===== src/rtl/iir_sequencer.sv =====
// iir_sequencer: drives a shared MAC through the NB+NA terms of a direct-form-I IIR section per sample,
// owning the coefficient file and x/y history, and rescales/saturates the accumulator into y_out.
module iir_sequencer #(
  parameter int opsize = 8,
  parameter int NB = 3,
  parameter int NA = 2,
  parameter int FRAC = 6
) (
  input  logic                       clk,
  input  logic                       reset,
  input  logic signed [opsize-1:0]   x_in,
  input  logic                       x_valid,
  output logic                       x_ready,
  input  logic                       coef_we,
  input  logic [$clog2(NB+NA)-1:0]   coef_addr,
  input  logic signed [opsize-1:0]   coef_data,
  output logic signed [opsize-1:0]   y_out,
  output logic                       y_valid,
  output logic                       busy,
  output logic                       mac_clr,
  output logic                       mac_start,
  output logic signed [opsize-1:0]   mac_a,
  output logic signed [opsize-1:0]   mac_b,
  input  logic                       mac_ready,
  input  logic signed [2*opsize-1:0] mac_acc
);
  localparam int NT = NB + NA;
  localparam int AW = $clog2(NT);
  typedef enum logic [2:0] {IDLE, CLEAR, ISSUE, WAIT_LO, WAIT_HI, DONE} state_t;
  state_t state, state_nx;
  logic [AW-1:0] k;
  logic signed [opsize-1:0] coef [NT];
  // x[n], x[n-1] .. x[n-NB+1], then y[n-1] .. y[n-NA]: term k reads hist[k] against coef[k]
  logic signed [opsize-1:0] hist [NT];
  logic signed [opsize-1:0] y_q, y_sat;
  logic signed [2*opsize-1:0] t;
  logic last, hi_ok, opnd;
  always_ff @(posedge clk or negedge reset)
    if (!reset) begin
      state <= IDLE;
      k <= '0;
      y_q <= '0;
      for (int i = 0; i < NT; i++) begin
        coef[i] <= '0;
        hist[i] <= '0;
      end
    end else begin
      state <= state_nx;
      if (state == IDLE && coef_we && int'(coef_addr) < NT) coef[coef_addr] <= coef_data;
      if (state == IDLE && x_valid) hist[0] <= x_in;
      if (state == CLEAR) k <= '0;
      else if (state == WAIT_HI && mac_ready && !last) k <= k + 1'b1;
      if (state == DONE) begin
        y_q <= y_sat;
        for (int i = 1; i < NB; i++) hist[i] <= hist[i-1];
        hist[NB] <= y_sat;
        for (int i = NB + 1; i < NT; i++) hist[i] <= hist[i-1];
      end
    end
  always_comb begin
    state_nx = state;
    case (state)
      IDLE:    state_nx = x_valid ? CLEAR : IDLE;
      CLEAR:   state_nx = ISSUE;
      ISSUE:   state_nx = WAIT_LO;
      WAIT_LO: state_nx = mac_ready ? WAIT_LO : WAIT_HI;
      WAIT_HI: state_nx = !mac_ready ? WAIT_HI : last ? DONE : ISSUE;
      DONE:    state_nx = IDLE;
      default: state_nx = IDLE;
    endcase
  end
  assign last = k == AW'(NT - 1);
  assign t = mac_acc >>> FRAC;
  // in range when every bit above the output sign bit matches it
  assign hi_ok = &t[2*opsize-1:opsize-1] | ~|t[2*opsize-1:opsize-1];
  assign y_sat = hi_ok ? t[opsize-1:0] : {t[2*opsize-1], {(opsize-1){~t[2*opsize-1]}}};
  assign opnd = state inside {ISSUE, WAIT_LO, WAIT_HI};
  assign x_ready = state == IDLE;
  assign busy = !x_ready;
  assign mac_clr = state == CLEAR;
  assign mac_start = state == ISSUE;
  assign y_valid = state == DONE;
  assign y_out = y_valid ? y_sat : y_q;
  assign mac_a = opnd ? hist[k] : '0;
  assign mac_b = opnd ? coef[k] : '0;
endmodule


===== config.mk =====
export PLATFORM = sky130hd
export DESIGN_NAME = iir_sequencer
export DESIGN_NICKNAME = d
export VERILOG_FILES = /design/src/rtl/iir_sequencer.sv
export SDC_FILE = /design/constraint.sdc
export NUM_CORES = 1
export LEC_CHECK = 0
export CAP_MARGIN = 20
export CORE_MARGIN = 2
export CORE_UTILIZATION = 40
export CTS_BUF_LIST = sky130_fd_sc_hd__clkbuf_4 sky130_fd_sc_hd__clkbuf_8
export CTS_CLUSTER_DIAMETER = 60
export DETAILED_ROUTE_END_ITERATION = 16
export SLEW_MARGIN = 20
export SYNTH_ARGS = -nofsm -noshare
export SYNTH_HDL_FRONTEND = slang
export SYNTH_SLANG_ARGS = --single-unit

===== constraint.sdc =====
create_clock -name clk -period 2.2 [get_ports clk]
set_clock_uncertainty 0.2 [all_clocks]
set_input_delay 0.44 -clock clk [delete_from_list [all_inputs] [get_ports clk]]
set_output_delay 0.44 -clock clk [all_outputs]
set_load 0.03 [all_outputs]

---- Word-level counts from Yosys, hierarchy flattened ----
Cells that the tools add are included.
storage, ports and cells
  input port bits ......................... 40
  register bits after elaboration ......... 94
  logic and storage cells ................. 62
  output and inout port bits .............. 29
cells by class
  magnitude comparators ................... 4
  equal/unequal tests ..................... 6
  bitwise operators ....................... 4
  reduce and logical (&&, ||, !) cells .... 14
  muxes and demuxes ....................... 20
  $add $sub $neg .......................... 1
operator list
  operator               number
  $mux W8                9
  $bmux W8 S3            2
  $bwmux W40             1
  $demux W8 S3           1
  $mux W3                5
  $pmux W3 S5            1
  $eq A3 B3 Y1 const B   3
  $ge A4 B4 Y1 const B   2
  $not A3 Y4             2
  $eq A3 B2 Y1 const B   2
  $logic_and A1 B1 Y1    6
  $lt A4 B1 Y1 const B   1
  $add A3 B1 Y3 const B  1
  $eq A3 B1 Y1 const B   1
  $logic_not A1 Y1       3
  $logic_not A3 Y1       1
  $lt A3 B3 Y1 const B   1
  $reduce_and A3 Y1      1
  $reduce_bool A3 Y1     1
  $reduce_or A3 Y1       1
  $reduce_bool A2 Y1     1
  $mux W1                1
  $not A1 Y1             1
  $or A1 B1 Y1           1

---- Logic depth before layout (Yosys ltp) ----
  depth in word-level cells ............... 6
  gate-level depth with buffers ........... 6
  depth with buffers taken out ............ 5

---- Worst setup path before layout ----
Ideal clock, no wire load.
  path type ............................... flip-flop to output port
  start point ............................. register state[0]
  end point ............................... output port mac_a[0]
  path buffers ............................ 2
  arrival ................................. 1.907 ns
  required time ........................... 1.560 ns
  path slack .............................. -0.347 ns
  cell stages (with the launch flop) ...... 6
  cell sequence ........................... dfrtp_1 > clkbuf_1 > nor3b_1 > a21oi_1 > clkbuf_1 > a21oi_1
between the ends
  cells in the longest elaborated chain, start to end .. 3
  elaborated cells between the ends (all ways) .. 5
  classes of those cells .................. eq/ne (3); mux (1); reduce/logical (1)
ends and longest elaborated chain
  item                                                 RTL line  RTL
  from (decl)                                          30        state_t state, state_nx;
  from (signal assigned)                               48        state <= state_nx;
  $eq A3 B2 Y1 / $eq A3 B3 Y1 (equally long branches)  77        assign opnd = state inside {ISSUE, WAIT_LO, WAIT_HI};
  $reduce_bool A3 Y1 (*)                               77
  $mux W8 (*)                                          84        assign mac_a = opnd ? hist[k] : '0;
  to (decl)                                            22        output logic signed [opsize-1:0] mac_a,
Mark *: on every way between the ends. The rest lies on a longest branch, timed or not.

---- Worst setup path after layout ----
  start point ............................. register k[2]
  end point ............................... output port mac_b[4]
between the ends
  cells in the longest elaborated chain, start to end .. 5
ends and longest elaborated chain
  item                                         RTL line  RTL
  from (decl)                                  31        logic [AW-1:0] k;
  from (signal assigned)                       52        else if (state == WAIT_HI && mac_ready && !last) k <= k + 1'b1;
  $not A3 Y4 (not written as such)             85        assign mac_b = opnd ? coef[k] : '0;
  $bmux W8 S3                                  85
  $mux W8 (not written as such) (2 in series)  85
  $mux W8                                      85
  to (decl)                                    23        output logic signed [opsize-1:0] mac_b,
Every way passes these cells. The select of a mux whose other input is x is not followed.

==> summary.txt <==
Yosys
  – Arithmetic-cell share of the synthesized area counting full adders, half adders and majority gates: 0.5560%
  – Dominant combinational cell family by area after synthesis: multiplexers
  – Post-synthesis sequential area ratio: between 50 and 60%
  – Main synth FF type: sky130_fd_sc_hd__dfrtp_1
  – Parity-gate share of the synthesized area counting xor and xnor cells: 0%
  – Post-synthesis instance area: roughly 4500 um2
  – Synthesized-area fraction occupied by ao, oa, aoi and oai cells: under 10%
  – Share of flip-flops with an asynchronous set or reset after synthesis: 100.0%
  – Number of register bits inferred by synthesis: 94
  – Cell variety after synth: 38
  – Multiplexer share of the synthesized area: between 20% and 30%
  – Yosys warning total: 0
  – Syn Nets: approximately 450
  – Post-Syn Instances: 406
  – Syn_area_per_cell: ~11 um2
  – Count of flip-flops with a built-in enable after synthesis: 0
  – Area fraction in and, or, nand and nor cells after synthesis: 14.57%

Power
  – Switching portion of total power: 38.07%
  – Portion of total power attributed to sequential cells: between 30% and 40%
  – Pwr Density: 1350 nW/um2
  – Share of total power in combinational logic: 52.7%
  – Net switching power figure: between 3 and 4 mW
  – Clock share of power: between 10% and 20%
  – Internal Power: 5.564 mW
  – Leakage power: roughly 3.1 nW
  – VDD IR max: approximately 0.75 mV

Critical path
  – Endpoint arrival time on the critical path: between 1.5 and 2 ns
  – Setup crit end kind: output port
  – Startpoint of the worst register-to-register path: state[2]
  – Required time of the critical path: ~1.6 ns
  – Worst setup path start: k[2]
  – Worst-path fanout max: 5
  – Startpoint Class: flip-flop
  – Count of cells along the worst register-to-register path: 4
  – Setup slack of the worst register-to-register path: -0.15 ns
  – CP Capture Point: mac_b[4]
  – End of the worst register-to-register path: coef[4]
  – Category of the critical setup timing path: reg2out

Run status
  – Violations in the final reports: setup timing
  – Status: finished, violations left

Job
  – Count of maximum capacitance violations: 0

Layout
  – Number of antenna repair diodes: 0
  – Ratio of cells with drive above 1 in the final layout: about half
  – Layout overhead on the synthesized area: 47.82%
  – Area occupied by multi-input gates: 2504 um2
  – Final nets: 573
  – Register area: approximately 2400 um2
  – # fillers: 890

Global route
  – Global Route met3 Usage: 3.762%
  – Initial antenna violation count: 0
  – Number of global-route vias before repair: around 3600
  – Busiest grt layer: met2
  – Gr ovfl total: 0
  – M1 GR Usage: between 20% and 30%
  – Overall routing resource usage: between 20% and 30%
  – Global-route wire length before repair: approximately 19 mm
  – Met2 Track Usage GR: around a third
  – Maximum number of pins on one net before global-route repair: 95

Die
  – Die width: between 100 and 150 um
  – Area of the die: ~12000 um2
  – Die height: approximately 110 um
  – I/O pin count: between 60 and 70
  – Number of rows created at floorplan: 38
  – Area of the placeable core: around 11000 um2
  – Starting Density: between 40% and 50%

STA
  – Final worst-path setup slack: -0.2854 ns
  – Final worst path period need: 2.485 ns
  – Worst-case hold slack: roughly 0.28 ns
  – Fmax: just over 0.4 GHz
  – Hold violation count in the final report: 0
  – Final count of negative-setup-slack endpoints: 65
  – Worst Max-Slew Pin Slew: a little over 0.5 ns
  – Max-slew violation count: 0
  – Unrepaired setup endpoints after global routing: yes
  – Relative max-transition margin: between 60% and 70%
  – Ratio of final minimum period to clock period: 113.0%

Clock network
  – Num Clock Sinks: 94
  – CTS clk-pin slew, worst paths: approximately 0.090 ns
  – Clock tree from TritonCTS: built
  – Clock tree root driver cell: sky130_fd_sc_hd__clkbuf_8
  – CTS max path bufs: 2
  – Number of clock buffers inserted by TritonCTS: 9
  – H-tree level count: 3
  – Insertion delay to the later sink of the worst-skew pair: between 0.3 and 0.4 ns

Place
  – Final weighted congestion in routability-driven placement: 0.8630
  – Input/output buffers: 62
  – DP Wirelength: about 6.9 mm
  – Worst slack, placed: -0.4709 ns

Route
  – Final routed DRC violation total: 0
  – Routed vias: around 3400
  – Initial DRC Count: about 200
  – Routed via count divided by cell count: just over 5
  – Number of iterations in the first detailed-routing pass: 4
  – Post-detailed-route wirelength per cell: roughly 17 um
  – Residual antenna-violating net count after detailed routing: 0
  – Final wirelength: around 11 mm

Hold path
  – Type of the most critical hold path: reg2reg
[cells in the mapped netlist, drive strengths merged (3+ instances only)]
library cell  instances  area [um2]
a21oi                19       95.09
a22oi                16       120.1
buf                   6       45.04
clkbuf               17       73.82
dfrtp                94        2352
inv                   8       30.03
mux2                 80       930.9
nand2               118       442.9
nand4                 3       18.77
nor3b                 4       30.03
o211ai                6       45.04
o21ai                 5       25.02
[routing by layer]
layer | share of wire [%] | wire [um]
met5 | 0 | 0
met2 | 48 | 5520
met3 | 3.5 | 401
met1 | 47 | 5322
met4 | 1.6 | 182
[kinds of logic after synthesis]
family          Yosys count
compound gates           58
buf+inv                  31
mux                      80
simple gates            141
fa+ha+maj                 2
flops                    94
[state kept, by name (all words and copies together), names as in the netlist]
| signal | count |
|---|---|
| coef | 40 |
| hist | 40 |
| y_q | 8 |
| k | 3 |
| state | 3 |
[area by class of cell]
cell class / instances / share of cell area [%]
multi-input cells: 281 / 37.63
inverters: 8 / 0.5642
flip-flops and latches: 94 / 35.38
clock buffers: 12 / 2.295
repair buffers: 136 / 20.65
clock inverters: 3 / 0.6771
repair inverters: 1 / 0.1693
well taps: 140 / 2.633
[power by group through the flow]
stage	Combinational (mW)	Sequential, mW	Clock [mW]
2_1_floorplan	2.67	2.89	0
3_3_place_gp	3.83	3.00	0
3_5_place_dp	3.89	3.03	0
4_1_cts	4.46	3.03	1.20
5_1_grt	5.05	3.19	1.27
6_report	4.73	3.08	1.18
[how the worst min path moves through the flow]
stage	startpoint	endpoint	slack, ns	cells after the start
final	hist[3]	hist[3]	0.28	2
after CTS	hist[3]	hist[3]	0.28	2
after global routing	hist[7]	hist[7]	0.29	2
after detailed placement	y_q[2]	y_q[2]	0.25	2
after floorplan	reset	coef[0]	-0.06	0
after global placement	y_q[5]	y_q[5]	0.25	2
[worst max-delay path: stages (launching register included)]
cell	delay (ns)
sky130_fd_sc_hd__dfrtp_2	0.45
sky130_fd_sc_hd__buf_6	0.15
sky130_fd_sc_hd__nor3b_4	0.29
sky130_fd_sc_hd__buf_6	0.20
sky130_fd_sc_hd__nand2_1	0.10
sky130_fd_sc_hd__a21oi_4	0.15
sky130_fd_sc_hd__buf_12	0.13
[per-stage QoR]
stage | utilization [%] | power (mW) | instances | cell area, um2 | TNS (ns)
2_1_floorplan | - | 5.561 | 406 | 4684 | -4.918
3_3_place_gp | 52.46 | 6.833 | 627 | 5712 | -16.23
3_5_place_dp | 52.46 | 6.917 | 627 | 5712 | -17.01
4_1_cts | 58.96 | 8.698 | 666 | 6420 | -5.263
5_1_grt | 61.10 | 9.513 | 675 | 6653 | -11.78
6_report | 61.10 | 8.983 | 675 | 6653 | -7.806
[cells in the final DEF (no fill, tap or decap), drive strengths merged, types with 2 or more instances in the layout]
cell type / netlist / final
a21bo: 2 / 2
o211ai: 6 / 6
nor3: 2 / 2
a22oi: 16 / 16
clkdlybuf4s50: 0 / 28
ha: 2 / 2
or4b: 2 / 2
inv: 8 / 9
nand3: 2 / 2
clkinvlp: 0 / 2
nor4b: 2 / 2
o21ai: 5 / 5
buf: 6 / 101
nor3b: 4 / 4
a21o: 2 / 2
clkbuf: 17 / 12
nor2: 2 / 2
mux2: 80 / 80
dfrtp: 94 / 94
nand4: 3 / 3
a21oi: 19 / 19
dlygate4sd2: 0 / 4
nand2: 118 / 118
[what timing repair did]
| item | 4_1_cts | 5_1_grt |
|---|---|---|
| pin swaps | 17 | 15 |
| gates cloned | 4 | 0 |
| setup endpoints to repair | 42 | 62 |
| setup buffers | 19 | 13 |
| hold buffers | 1 | 0 |
| endpoints found under the hold margin | 94 | 0 |
| gates resized for setup | 91 | 47 |
Power figures use the tool's default switching activity.
